--- src/rtl/shift_reg_pkg.sv ---
// -----------------------------------------------------------------------------
// shift_reg_pkg
//
// Shared types and sizing helpers for the serial shift-register link
// transmitter (shift_reg_piso_tx) and its counter (shift_reg_piso_cnt).
//
// Contents:
//   state_t    : transmitter FSM states (IDLE, SHIFT, GAP), 2-bit encoding.
//   PARITY_BITS: 1 when the even-parity trailer is built in, else 0.
//   frame_len(): number of serial bits per frame for a given word width.
//   cnt_w()    : counter width large enough for both the frame bit index and
//                the inter-frame idle count.
//
// Build option:
//   SHIFT_REG_PISO_PARITY_EN - when defined, every frame carries one extra
//                              even-parity bit after the word's LSB.
// -----------------------------------------------------------------------------
package shift_reg_pkg;

   typedef enum logic [1:0] {
      IDLE  = 2'd0,
      SHIFT = 2'd1,
      GAP   = 2'd2
   } state_t;

`ifdef SHIFT_REG_PISO_PARITY_EN
   localparam int PARITY_BITS = 1;
`else
   localparam int PARITY_BITS = 0;
`endif

   // Serial bits per frame: the data word plus the optional parity trailer.
   function automatic int frame_len(input int width);
      return width + PARITY_BITS;
   endfunction

   // The same counter walks the frame bits (0..frame_len-1) and the idle gap
   // (0..idle_cycles-1), so it is sized for whichever range is larger.
   function automatic int cnt_w(input int width, input int idle_cycles);
      int need;
      need = (frame_len(width) > idle_cycles) ? frame_len(width) : idle_cycles;
      return (need < 2) ? 1 : $clog2(need + 1);
   endfunction

endpackage

--- src/rtl/shift_reg_piso_cnt.sv ---
// -----------------------------------------------------------------------------
// shift_reg_piso_cnt
//
// Loadable up-counter with terminal-count flag. The transmitter uses one
// instance for both the bit index inside a frame and the idle count between
// frames; the terminal value is selected by the caller each cycle.
//
// Parameters:
//   CNT_W   - counter width in bits.
//
// Ports:
//   clk     in   rising-edge clock
//   reset_n in   asynchronous active-low reset, clears the count
//   clr     in   synchronous clear to zero (has priority over inc)
//   inc     in   advance the count by one
//   term    in   terminal value to compare against
//   cnt     out  current count
//   tc      out  high while cnt equals term
// -----------------------------------------------------------------------------
module shift_reg_piso_cnt #(
   parameter int CNT_W = 4
) (
   input  logic             clk,
   input  logic             reset_n,
   input  logic             clr,
   input  logic             inc,
   input  logic [CNT_W-1:0] term,
   output logic [CNT_W-1:0] cnt,
   output logic             tc
);

   always_ff @(posedge clk or negedge reset_n) begin
      if (!reset_n) begin
         cnt <= '0;
      end else if (clr) begin
         cnt <= '0;
      end else if (inc) begin
         cnt <= cnt + CNT_W'(1);
      end
   end

   assign tc = (cnt == term);

endmodule

--- src/rtl/shift_reg_piso_tx.sv ---
// -----------------------------------------------------------------------------
// shift_reg_piso_tx
//
// Parallel-in, serial-out transmitter for the serial shift-register link.
// A WIDTH-bit word is accepted on a valid/ready handshake and shifted out
// MSB-first on sdo, one bit per clock, with sfrm high for every bit of the
// frame so the receiving end can align words. With IDLE_CYCLES==0 a new word
// may be taken on the last bit of the current frame, giving back-to-back
// frames with no bubble. With IDLE_CYCLES>0 a forced quiet gap follows every
// frame.
//
// Parameters:
//   WIDTH       - data word width in bits (>= 2)
//   IDLE_CYCLES - forced idle clocks between frames (0..15)
//
// Ports:
//   clk        in   rising-edge clock
//   reset_n    in   asynchronous active-low reset
//   din        in   [WIDTH] parallel word to transmit
//   din_valid  in   producer has a word on din
//   din_ready  out  word can be taken this cycle (combinational, 0 in reset)
//   sdo        out  serial data, MSB first (registered)
//   sfrm       out  frame strobe, high for every frame bit (registered)
//   busy       out  high while in SHIFT or GAP (registered)
//
// Build option:
//   SHIFT_REG_PISO_PARITY_EN - when defined, an even-parity bit (XOR of the
//   word) follows the LSB with sfrm still high, making frames WIDTH+1 long.
//   The last-bit ready / back-to-back rule then applies to the parity bit.
//   When undefined, frames are WIDTH bits and no parity logic exists.
// -----------------------------------------------------------------------------
module shift_reg_piso_tx
   import shift_reg_pkg::*;
#(
   parameter int WIDTH       = 8,
   parameter int IDLE_CYCLES = 0
) (
   input  logic             clk,
   input  logic             reset_n,
   input  logic [WIDTH-1:0] din,
   input  logic             din_valid,
   output logic             din_ready,
   output logic             sdo,
   output logic             sfrm,
   output logic             busy
);

   localparam int               FRAME_LEN = frame_len(WIDTH);
   localparam int               CNT_W     = cnt_w(WIDTH, IDLE_CYCLES);
   localparam logic [CNT_W-1:0] LAST_BIT  = CNT_W'(FRAME_LEN - 1);
   localparam logic [CNT_W-1:0] GAP_LAST  = CNT_W'((IDLE_CYCLES > 0) ? IDLE_CYCLES - 1 : 0);
   localparam bit               NO_GAP    = (IDLE_CYCLES == 0);

   state_t                 state;
   state_t                 state_nxt;

   logic [FRAME_LEN-1:0]   sreg;
   logic [FRAME_LEN-1:0]   load_word;
   logic                   load;
   logic                   shift;

   logic                   sfrm_q;
   logic                   sfrm_nxt;
   logic                   busy_q;
   logic                   busy_nxt;

   logic                   cnt_clr;
   logic                   cnt_inc;
   logic [CNT_W-1:0]       cnt_term;
   logic [CNT_W-1:0]       cnt;
   logic                   cnt_tc;

   logic                   xfer;

   // Word as it enters the shift register; the parity trailer, when built in,
   // rides in the LSB position so it falls out right after the data LSB.
`ifdef SHIFT_REG_PISO_PARITY_EN
   assign load_word = {din, ^din};
`else
   assign load_word = din;
`endif

   // Ready is open in IDLE and, for gapless links, on the last frame bit so
   // the next word loads without a bubble. Reset forces it low so nothing is
   // accepted while reset_n is asserted.
   assign din_ready = reset_n &&
                      ((state == IDLE) || ((state == SHIFT) && cnt_tc && NO_GAP));
   assign xfer      = din_valid && din_ready;

   shift_reg_piso_cnt #(
      .CNT_W (CNT_W)
   ) u_cnt (
      .clk     (clk),
      .reset_n (reset_n),
      .clr     (cnt_clr),
      .inc     (cnt_inc),
      .term    (cnt_term),
      .cnt     (cnt),
      .tc      (cnt_tc)
   );

   // FSM state register
   always_ff @(posedge clk or negedge reset_n) begin
      if (!reset_n) begin
         state <= IDLE;
      end else begin
         state <= state_nxt;
      end
   end

   // Next state, datapath controls and next values of the registered strobes
   always_comb begin
      state_nxt = state;
      load      = 1'b0;
      shift     = 1'b0;
      cnt_clr   = 1'b0;
      cnt_inc   = 1'b0;
      cnt_term  = LAST_BIT;
      sfrm_nxt  = sfrm_q;
      busy_nxt  = busy_q;

      unique case (state)
         IDLE: begin
            if (xfer) begin
               load      = 1'b1;
               cnt_clr   = 1'b1;
               sfrm_nxt  = 1'b1;
               busy_nxt  = 1'b1;
               state_nxt = SHIFT;
            end
         end

         SHIFT: begin
            if (!cnt_tc) begin
               shift   = 1'b1;
               cnt_inc = 1'b1;
            end else if (xfer) begin
               // Back-to-back: new word replaces the finished one, strobe stays up.
               load    = 1'b1;
               cnt_clr = 1'b1;
            end else begin
               // Final shift flushes the register to zero, so sdo idles low.
               shift    = 1'b1;
               cnt_clr  = 1'b1;
               sfrm_nxt = 1'b0;
               if (NO_GAP) begin
                  busy_nxt  = 1'b0;
                  state_nxt = IDLE;
               end else begin
                  busy_nxt  = 1'b1;
                  state_nxt = GAP;
               end
            end
         end

         GAP: begin
            cnt_term = GAP_LAST;
            if (cnt_tc) begin
               cnt_clr   = 1'b1;
               busy_nxt  = 1'b0;
               state_nxt = IDLE;
            end else begin
               cnt_inc = 1'b1;
            end
         end

         default: begin
            cnt_clr   = 1'b1;
            sfrm_nxt  = 1'b0;
            busy_nxt  = 1'b0;
            state_nxt = IDLE;
         end
      endcase
   end

   // Shift register and output strobes
   always_ff @(posedge clk or negedge reset_n) begin
      if (!reset_n) begin
         sreg   <= '0;
         sfrm_q <= 1'b0;
         busy_q <= 1'b0;
      end else begin
         if (load) begin
            sreg <= load_word;
         end else if (shift) begin
            sreg <= {sreg[FRAME_LEN-2:0], 1'b0};
         end
         sfrm_q <= sfrm_nxt;
         busy_q <= busy_nxt;
      end
   end

   // sdo is the register MSB itself, so it is a flop output with no extra stage.
   assign sdo  = sreg[FRAME_LEN-1];
   assign sfrm = sfrm_q;
   assign busy = busy_q;

endmodule

--- config.mk ---
export PLATFORM = sky130hd
export DESIGN_NAME = shift_reg_piso_tx
export DESIGN_NICKNAME = d
export VERILOG_FILES = /design/src/rtl/shift_reg_pkg.sv /design/src/rtl/shift_reg_piso_cnt.sv /design/src/rtl/shift_reg_piso_tx.sv
export SDC_FILE = /design/constraint.sdc
export NUM_CORES = 1
export LEC_CHECK = 0
export ABC_CLOCK_PERIOD_IN_PS = 2080
export BUFFER_PORTS_ARGS = -buffer_cell sky130_fd_sc_hd__buf_2
export CAP_MARGIN = 20
export CELL_PAD_IN_SITES_DETAIL_PLACEMENT = 1
export CELL_PAD_IN_SITES_GLOBAL_PLACEMENT = 1
export CORE_AREA = 2 2 44 46
export CTS_CLUSTER_DIAMETER = 120
export DETAILED_ROUTE_END_ITERATION = 10
export DIE_AREA = 0 0 46 48
export PLACE_DENSITY = 0.72
export SYNTH_ARGS = -nofsm -noshare
export SYNTH_HDL_FRONTEND = slang
export SYNTH_SLANG_ARGS = --single-unit
--- constraint.sdc ---
create_clock -name clk -period 2.08 [get_ports clk]
set_input_delay 0.416 -clock clk [delete_from_list [all_inputs] [get_ports clk]]
set_output_delay 0.416 -clock clk [all_outputs]
set_load 0.01 [all_outputs]
; Word level (Yosys, flattened, before mapping)
; Cells that the tools add are included.
[word_totals]
register_bits = 16
inputBits = 11
output_inout_bits = 4
[op_classes]
add_sub_neg = 1
n_eq_ne = 7
mux = 26
n_bitwise = 1
reduce_logical = 10
[op_table]
columns = op, count
row1 = $mux W8, 2
row2 = $mux W1, 12
row3 = $mux W2, 4
row4 = $mux W4, 2
row5 = $ne A2 B2 Y1 const B, 4
row6 = $reduce_and A4 Y1, 2
row7 = $pmux W1 S3, 2
row8 = $pmux W2 S3, 1
row9 = $add A4 B1 Y4 const B, 1
row10 = $eq A4 B3 Y1, 1
row11 = $pmux W1 S2, 2
row12 = $reduce_bool A2 Y1, 2
row13 = $logic_and A1 B1 Y1, 3
row14 = $mux W3, 1
row15 = $eq A2 B1 Y1 const B, 1
row16 = $eq A2 B2 Y1 const B, 1
row17 = $logic_not A2 Y1, 1
row18 = $reduce_or A2 Y1, 1
row19 = $logic_or A1 B1 Y1, 1
row20 = $not A1 Y1, 1

; Longest topological paths before layout
; Gate-level depths: netlist of run 1.
[depth]
word_depth = 12
depth_mapped = 5
ltp_nobuf = 4

; Cells and area by module
; From an unflattened synthesis of run 1, not the netlist that was laid out.
[hier_totals]
hier_cells = 57
area_unflattened_um2 = 752.0
[by_module_without_submodules]
columns = module, n_inst, cells_per_inst, area_each_um2
row1 = shift_reg_piso_tx, 1, 36, 518.0
row2 = shift_reg_piso_cnt, 1, 21, 234.0

; Least setup slack after synthesis of run 1
; No wires, ideal clock.
[synth_timing]
kind = register -> output
startpoint = reg sfrm (netlist name)
endpoint = out din_ready
arrival_ps = 1001
slack_ps = 663
path_stages_with_launch = 4
n_path_buf = 1
path_cell_list = dfrtp_1 -> buf_2 -> nand2_1 -> and2_1
[synth_rtl]
columns = element, line_no
row1 = end: declaration, shift_reg_piso_tx.sv:42  ; output logic din_ready,

; Final worst setup path of run 1
[layout_timing]
startpoint = reg u_cnt.cnt[0]
endpoint = out din_ready
[layout_via]
elab_chain_len = 4
[layout_lines]
columns = element, line_no
row1 = start: declaration, shift_reg_piso_cnt.sv:28  ; output logic [CNT_W-1:0] cnt,
row2 = start signal: assignment, shift_reg_piso_cnt.sv:38  ; cnt <= cnt + CNT_W'(1);
row3 = $eq A4 B3 Y1, shift_reg_piso_cnt.sv:42  ; assign tc = (cnt == term);
row4 = $logic_and A1 B1 Y1, shift_reg_piso_tx.sv:87  ; ((state == IDLE) || ((state == SHIFT) && cnt_tc && NO_GAP));
row5 = $logic_or A1 B1 Y1, shift_reg_piso_tx.sv:87
row6 = $logic_and A1 B1 Y1, shift_reg_piso_tx.sv:86  ; assign din_ready = reset_n &&
; Every way passes these cells.

==> results_dict.tcl, run 1 <==
set metrics [dict create \
    status "complete, no violations" \
    drive_gt1_frac 0.2821 \
    antenna_found_initial 0 \
    max_freq_mhz 536.4 \
    rrSetupSlack_ns 0.53 \
    antenna_cells 0 \
    ys_warn_count 0 \
    r2r_cells 4 \
    timing.final.ws_setup_ns 0.2159 \
    finalSetupViolCount 0 \
    rows 15 \
    cts_setup_buffers 0 \
    syn_nets 73 \
    die_x_um 46 \
    htree_num_levels 1 \
    core_um2 1689 \
    cts.sinks 13 \
    synth_seq_cells 13 \
    clkPwrFrac 0.137 \
    drt_iter0_drc 11 \
    synthesis.area_um2 698.2 \
    clockBufferDepth 2 \
    grt_max_degree 23 \
    fin_area_um2 809.5 \
    wire_per_inst_um 16.80 \
    arrival_ns 1.45 \
    overflow 0 \
    swShare 0.3756 \
    dr.pass1.iters 4 \
    clk_latency_ns 0.27 \
    ys_top_cells_by_area "dfrtp_1 47%, o221a_1 11%, a211o_1 8.8%, and3_1 6.3%, nand3b_4 2.9%" \
    syn_avg_cell_area_um2 11.45 \
    preCtsSetupSlack_ns 0.4941 \
    hp-class "primary input to async pin" \
    die_area_um2 2208 \
    grt_pass1_vias 611 \
    grt_util_met3 0.03396 \
    endpoint "din_ready" \
    p_sw_uw 426.1 \
    yosysSeqAreaShare 0.4659 \
    vias_per_cell 5.947 \
    drc_errors 0 \
    crit_path_end_kind "primary output" \
    tightest_slew_ns 0.3987 \
    port-buffer-count 14 \
    crit_required_ns 1.66 \
    fin_crit_ns 1.864 \
    final_common_cell "buf_2" \
    use_met1 0.2414 \
    p_leak_nw 0.3954 \
    final_nets 91 \
    final_cell_mix "14 x buf_2, 13 x dfrtp_1, 7 x and3_1, 7 x a211o_1, 7 x o221a_1" \
    path_clk_slew_ns 0.08 \
    grt_util_all_layers 0.1765 \
    p_comb_frac 0.444 \
    fp.dieH_um 48 \
    synth_cell_types 23 \
    p_int_uw 708.3 \
    critical_path_class "flop to primary output" \
    drv_cap 0 \
    finalHoldViolations 0 \
    maxSlewViolCount 0 \
    cts_tree "done" \
    met2_usage 0.2639 \
    yosysTopAreaCell "dfrtp_1" \
    power.density_nw_per_um2 1401 \
    wl_mm 1.596 \
    vdd_drop_max_mv 0.6849 \
    io_pins 15 \
    clock-root-buffer "clkbuf_4" \
    fin_worst_skew_ns 0.004719 \
    fin_crit_sh 0.8962 \
    p_seq_frac 0.419 \
    ctsHoldBuffers 0 \
    cts_buffers 3 \
    ctsResizeCount 0 \
    crit_start "u_cnt.cnt[0]$_DFFE_PN0P_" \
    rsz0062_at_grt "no" \
    dpl_cell_area_um2 783.3 \
    initial_core_util 0.4133 \
    syn_to_final_growth_pct 15.95 \
    ant_nets 0 \
    gp_congestion 0.7277 \
    start_kind "flop" \
    dpl.hpwl_mm 1.142 \
    vias 565 \
    fin_tns_setup_ns 0 \
    gr-max-usage-layer "met2" \
    max-slew-margin-rel 0.7342 \
    synth_top_area_frac 0.4659 \
    grt_pass1_wl_mm 2.704 \
    syn_inst 61 \
    r2r_start "u_cnt.cnt[0]$_DFFE_PN0P_" \
    path_max_fanout 4 \
    timing.rr.end "sreg[1]$_DFFE_PN0P_" \
]
## per-stage QoR
step	power [mW]	std cells	hold WS [ns]	utilization
6_report	1.134	95	0.09618	0.4793
4_1_cts	1.145	95	0.09698	0.4793
5_1_grt	1.233	95	0.09447	0.4793
2_1_floorplan	0.8360	61	0.1204	-
3_5_place_dp	0.9815	91	0.4000	0.4637
3_3_place_gp	0.9633	91	0.4035	0.4637
## how the worst min path moves through the flow
| stage | startpoint | to | slack (ns) | cells after the start |
|---|---|---|---|---|
| 2_1_floorplan | reset_n | sfrm$_DFFE_PN0P_ | 0.12 | 0 |
| 3_3_place_gp | reset_n | sreg[5]$_DFFE_PN0P_ | 0.40 | 2 |
| 3_5_place_dp | reset_n | sreg[4]$_DFFE_PN0P_ | 0.40 | 2 |
| 4_1_cts | reset_n | sreg[4]$_DFFE_PN0P_ | 0.1 | 2 |
| 5_1_grt | reset_n | sreg[4]$_DFFE_PN0P_ | 0.09 | 2 |
| 6_report | reset_n | sreg[4]$_DFFE_PN0P_ | 0.1 | 2 |
## logic make-up after synthesis
logic type / share of synthesized area
compound gates: 0.2903
simple gates: 0.1595
flops: 0.4659
buf+inv: 0.05198
mux: 0.01434
fa+ha+maj: 0.01792
## flip-flops by register name, indices dropped and copies added, names as in the netlist
| signal | flops |
|---|---|
| u_cnt.cnt | 4 |
| sreg | 8 |
| sfrm | 1 |
## layer usage
metal	part of all wire	vias up
li1	-	274
met1	0.53	273
met2	0.42	14
met3	0.032	4
met4	0.018	0
met5	0	-
## cell usage after synthesis
cell      number
nand2_1        5
dfrtp_1       13
nand2b_1       1
o21ai_0        1
or2_1          1
buf_4          1
buf_2          2
and3_1         7
a31oi_1        1
nand3_1        2
o21ai_4        1
ha_1           1
a211o_1        7
a32o_1         1
buf_6          1
mux2i_1        1
nand3b_4       1
and2_1         1
o311ai_0       1
o221a_1        7
inv_1          2
a21oi_1        2
o22ai_1        1
## power by group through the flow
stage	logic, mW	registers, mW	clock network [mW]
after floorplan	0.368	0.468	0
after global placement	0.489	0.474	0
after detailed placement	0.504	0.478	0
after CTS	0.510	0.472	0.162
after global routing	0.568	0.492	0.173
final	0.504	0.475	0.156
## worst max-delay path, stage by stage (launching register included)
cell	delay, ns
dfrtp_1	0.41
ha_1	0.27
nand3b_4	0.13
nand2_1	0.09
and2_1	0.16
buf_2	0.13
## layout make-up
| class | instances | area, um^2 |
|---|---|---|
| Fill cell | 197 | 879.6 |
| Multi-Input combinational cell | 42 | 336.6 |
| Sequential cell | 13 | 325.3 |
| Timing Repair Buffer | 17 | 92.59 |
| Clock buffer | 4 | 26.28 |
| Tap cell | 17 | 21.27 |
| Inverter | 2 | 7.507 |
Power figures use the tool's default switching activity.
==> run 2: changes to the inputs <==
Settings changed: ABC_CLOCK_PERIOD_IN_PS 2080 to 1900, CORE_AREA 2 2 44 46 to 2 2 45 47, DIE_AREA 0 0 46 48 to 0 0 47 49, PLACE_DENSITY 0.72 to 0.69.
Clock period 2.08 ns to 1.9 ns, I/O delays scaled along.
==> results_dict.tcl, run 2 (same netlist as run 1, synthesis figures left out) <==
set metrics [dict create \
    status "complete, no violations" \
    die_area_um2 2303 \
    clock-root-buffer "clkbuf_4" \
    dr.pass1.iters 4 \
    fp.dieH_um 49 \
    io_pins 15 \
    rsz0062_at_grt "no" \
    syn_to_final_growth_pct 19.53 \
    grt_pass1_wl_mm 2.987 \
    crit_required_ns 1.52 \
    final-seq-area_um2 325.3 \
    crit_path_end_kind "primary output" \
    hp-class "primary input to async pin" \
    final_cell_mix "14 x buf_2, 13 x dfrtp_1, 7 x and3_1, 7 x a211o_1, 7 x o221a_1" \
    finalSetupViolCount 0 \
    arrival_ns 1.43 \
    antenna_cells 0 \
    antenna_found_initial 0 \
    power.density_nw_per_um2 1491 \
    final_common_cell "buf_2" \
    largest-register "sreg" \
    path_clk_slew_ns 0.08 \
    drt_iter0_drc 5 \
    r2r_cells 4 \
    critical_path_class "flop to primary output" \
    drc_errors 0 \
    wl_mm 1.712 \
    r2r_start "u_cnt.cnt[0]$_DFFE_PN0P_" \
    die_x_um 47 \
    rows 16 \
    core_um2 1842 \
    multiInputGateArea_um2 339.1 \
    gp_congestion 0.7379 \
    cts_tree "done" \
    fin_crit_sh 0.9541 \
    tightest_slew_ns 0.4159 \
    n_fill_cell 218 \
    port-buffer-count 14 \
    path_max_fanout 4 \
    fin_worst_skew_ns 0.002744 \
    largest_register_ffs 8 \
    max_freq_mhz 551.7 \
    vias 579 \
    vdd_drop_max_mv 0.8247 \
    endpoint "din_ready" \
    cts_setup_buffers 0 \
    cts.sinks 13 \
    grt_util_all_layers 0.1795 \
    ant_nets 0 \
    drv_cap 0 \
    fin_crit_ns 1.813 \
    finalHoldViolations 0 \
    p_leak_nw 0.3978 \
    grt_pass1_vias 625 \
    wire_per_inst_um 16.15 \
    clk_latency_ns 0.28 \
    timing.rr.end "sreg[6]$_DFFE_PN0P_" \
    clockBufferDepth 2 \
    max-slew-margin-rel 0.7227 \
    htree_num_levels 1 \
    vias_per_cell 5.462 \
    final_nets 92 \
    initial_core_util 0.3791 \
    preCtsSetupSlack_ns 0.3476 \
    fin_tns_setup_ns 0 \
    grt_max_degree 14 \
    crit_start "u_cnt.cnt[0]$_DFFE_PN0P_" \
    rrSetupSlack_ns 0.37 \
    cts_buffers 3 \
    maxSlewViolCount 0 \
    timing.final.ws_setup_ns 0.08728 \
    dpl.hpwl_mm 1.151 \
    start_kind "flop" \
    drive_gt1_frac 0.2911 \
    overflow 0 \
]
-- run 2: layout make-up --
cell class / count / share of cell area
clock buffer: 4 / 0.03148
multi-input combinational: 42 / 0.4063
inverter: 2 / 0.008996
sequential: 13 / 0.3898
timing repair buffer: 18 / 0.1229
tap: 27 / 0.04048
-- run 2: metrics by stage --
stage | hold WS [ns] | instance area [um^2] | utilization | instances | power [mW]
after floorplan | 0.08441 | 698.2 | - | 61 | 0.9152
after global placement | 0.2468 | 795.8 | 0.4321 | 101 | 1.054
after detailed placement | 0.2477 | 795.8 | 0.4321 | 101 | 1.072
after CTS | 0.08707 | 832.0 | 0.4518 | 106 | 1.259
after global routing | 0.09839 | 834.6 | 0.4531 | 106 | 1.352
final | 0.09101 | 834.6 | 0.4531 | 106 | 1.245
-- run 2: worst min-delay path by stage --
stage	slack [ns]	start	endpoint	cells past startpoint
4_1_cts	0.09	reset_n	sreg[3]$_DFFE_PN0P_	2
3_3_place_gp	0.25	reset_n	sreg[4]$_DFFE_PN0P_	1
6_report	0.09	reset_n	sreg[1]$_DFFE_PN0P_	2
3_5_place_dp	0.25	reset_n	sreg[4]$_DFFE_PN0P_	1
2_1_floorplan	0.08	reset_n	sfrm$_DFFE_PN0P_	0
5_1_grt	0.1	reset_n	sreg[2]$_DFFE_PN0P_	2
-- run 2: critical path, stage by stage (launching register included) --
cell and delay [ns]:
dfrtp_1 0.42, ha_2 0.23, nand3b_4 0.11, nand2_1 0.08, and2_1 0.18, buf_2 0.13
-- run 2: power by group --
part | switching (mW) | internal, mW | leakage, nW
clock network | 0.0931 | 0.0814 | 0.0150
registers | 0.132 | 0.409 | 0.157
logic | 0.241 | 0.287 | 0.226
-- run 2: metal layers --
| layer | track usage | part of all wire | vias up |
|---|---|---|---|
| li1 | - | - | 276 |
| met5 | 0 | 0 | - |
| met1 | 0.2547 | 0.49 | 290 |
| met3 | 0.03704 | 0.046 | 2 |
| met4 | 0.06944 | 0.0088 | 0 |
| met2 | 0.2626 | 0.45 | 11 |
-- run 2: what timing repair did --
item / CTS / global route
hold endpoints to repair: 6 / 0
hold buffers: 1 / 0
endpoints found under the setup margin: 0 / 1
resized for setup: 0 / 1
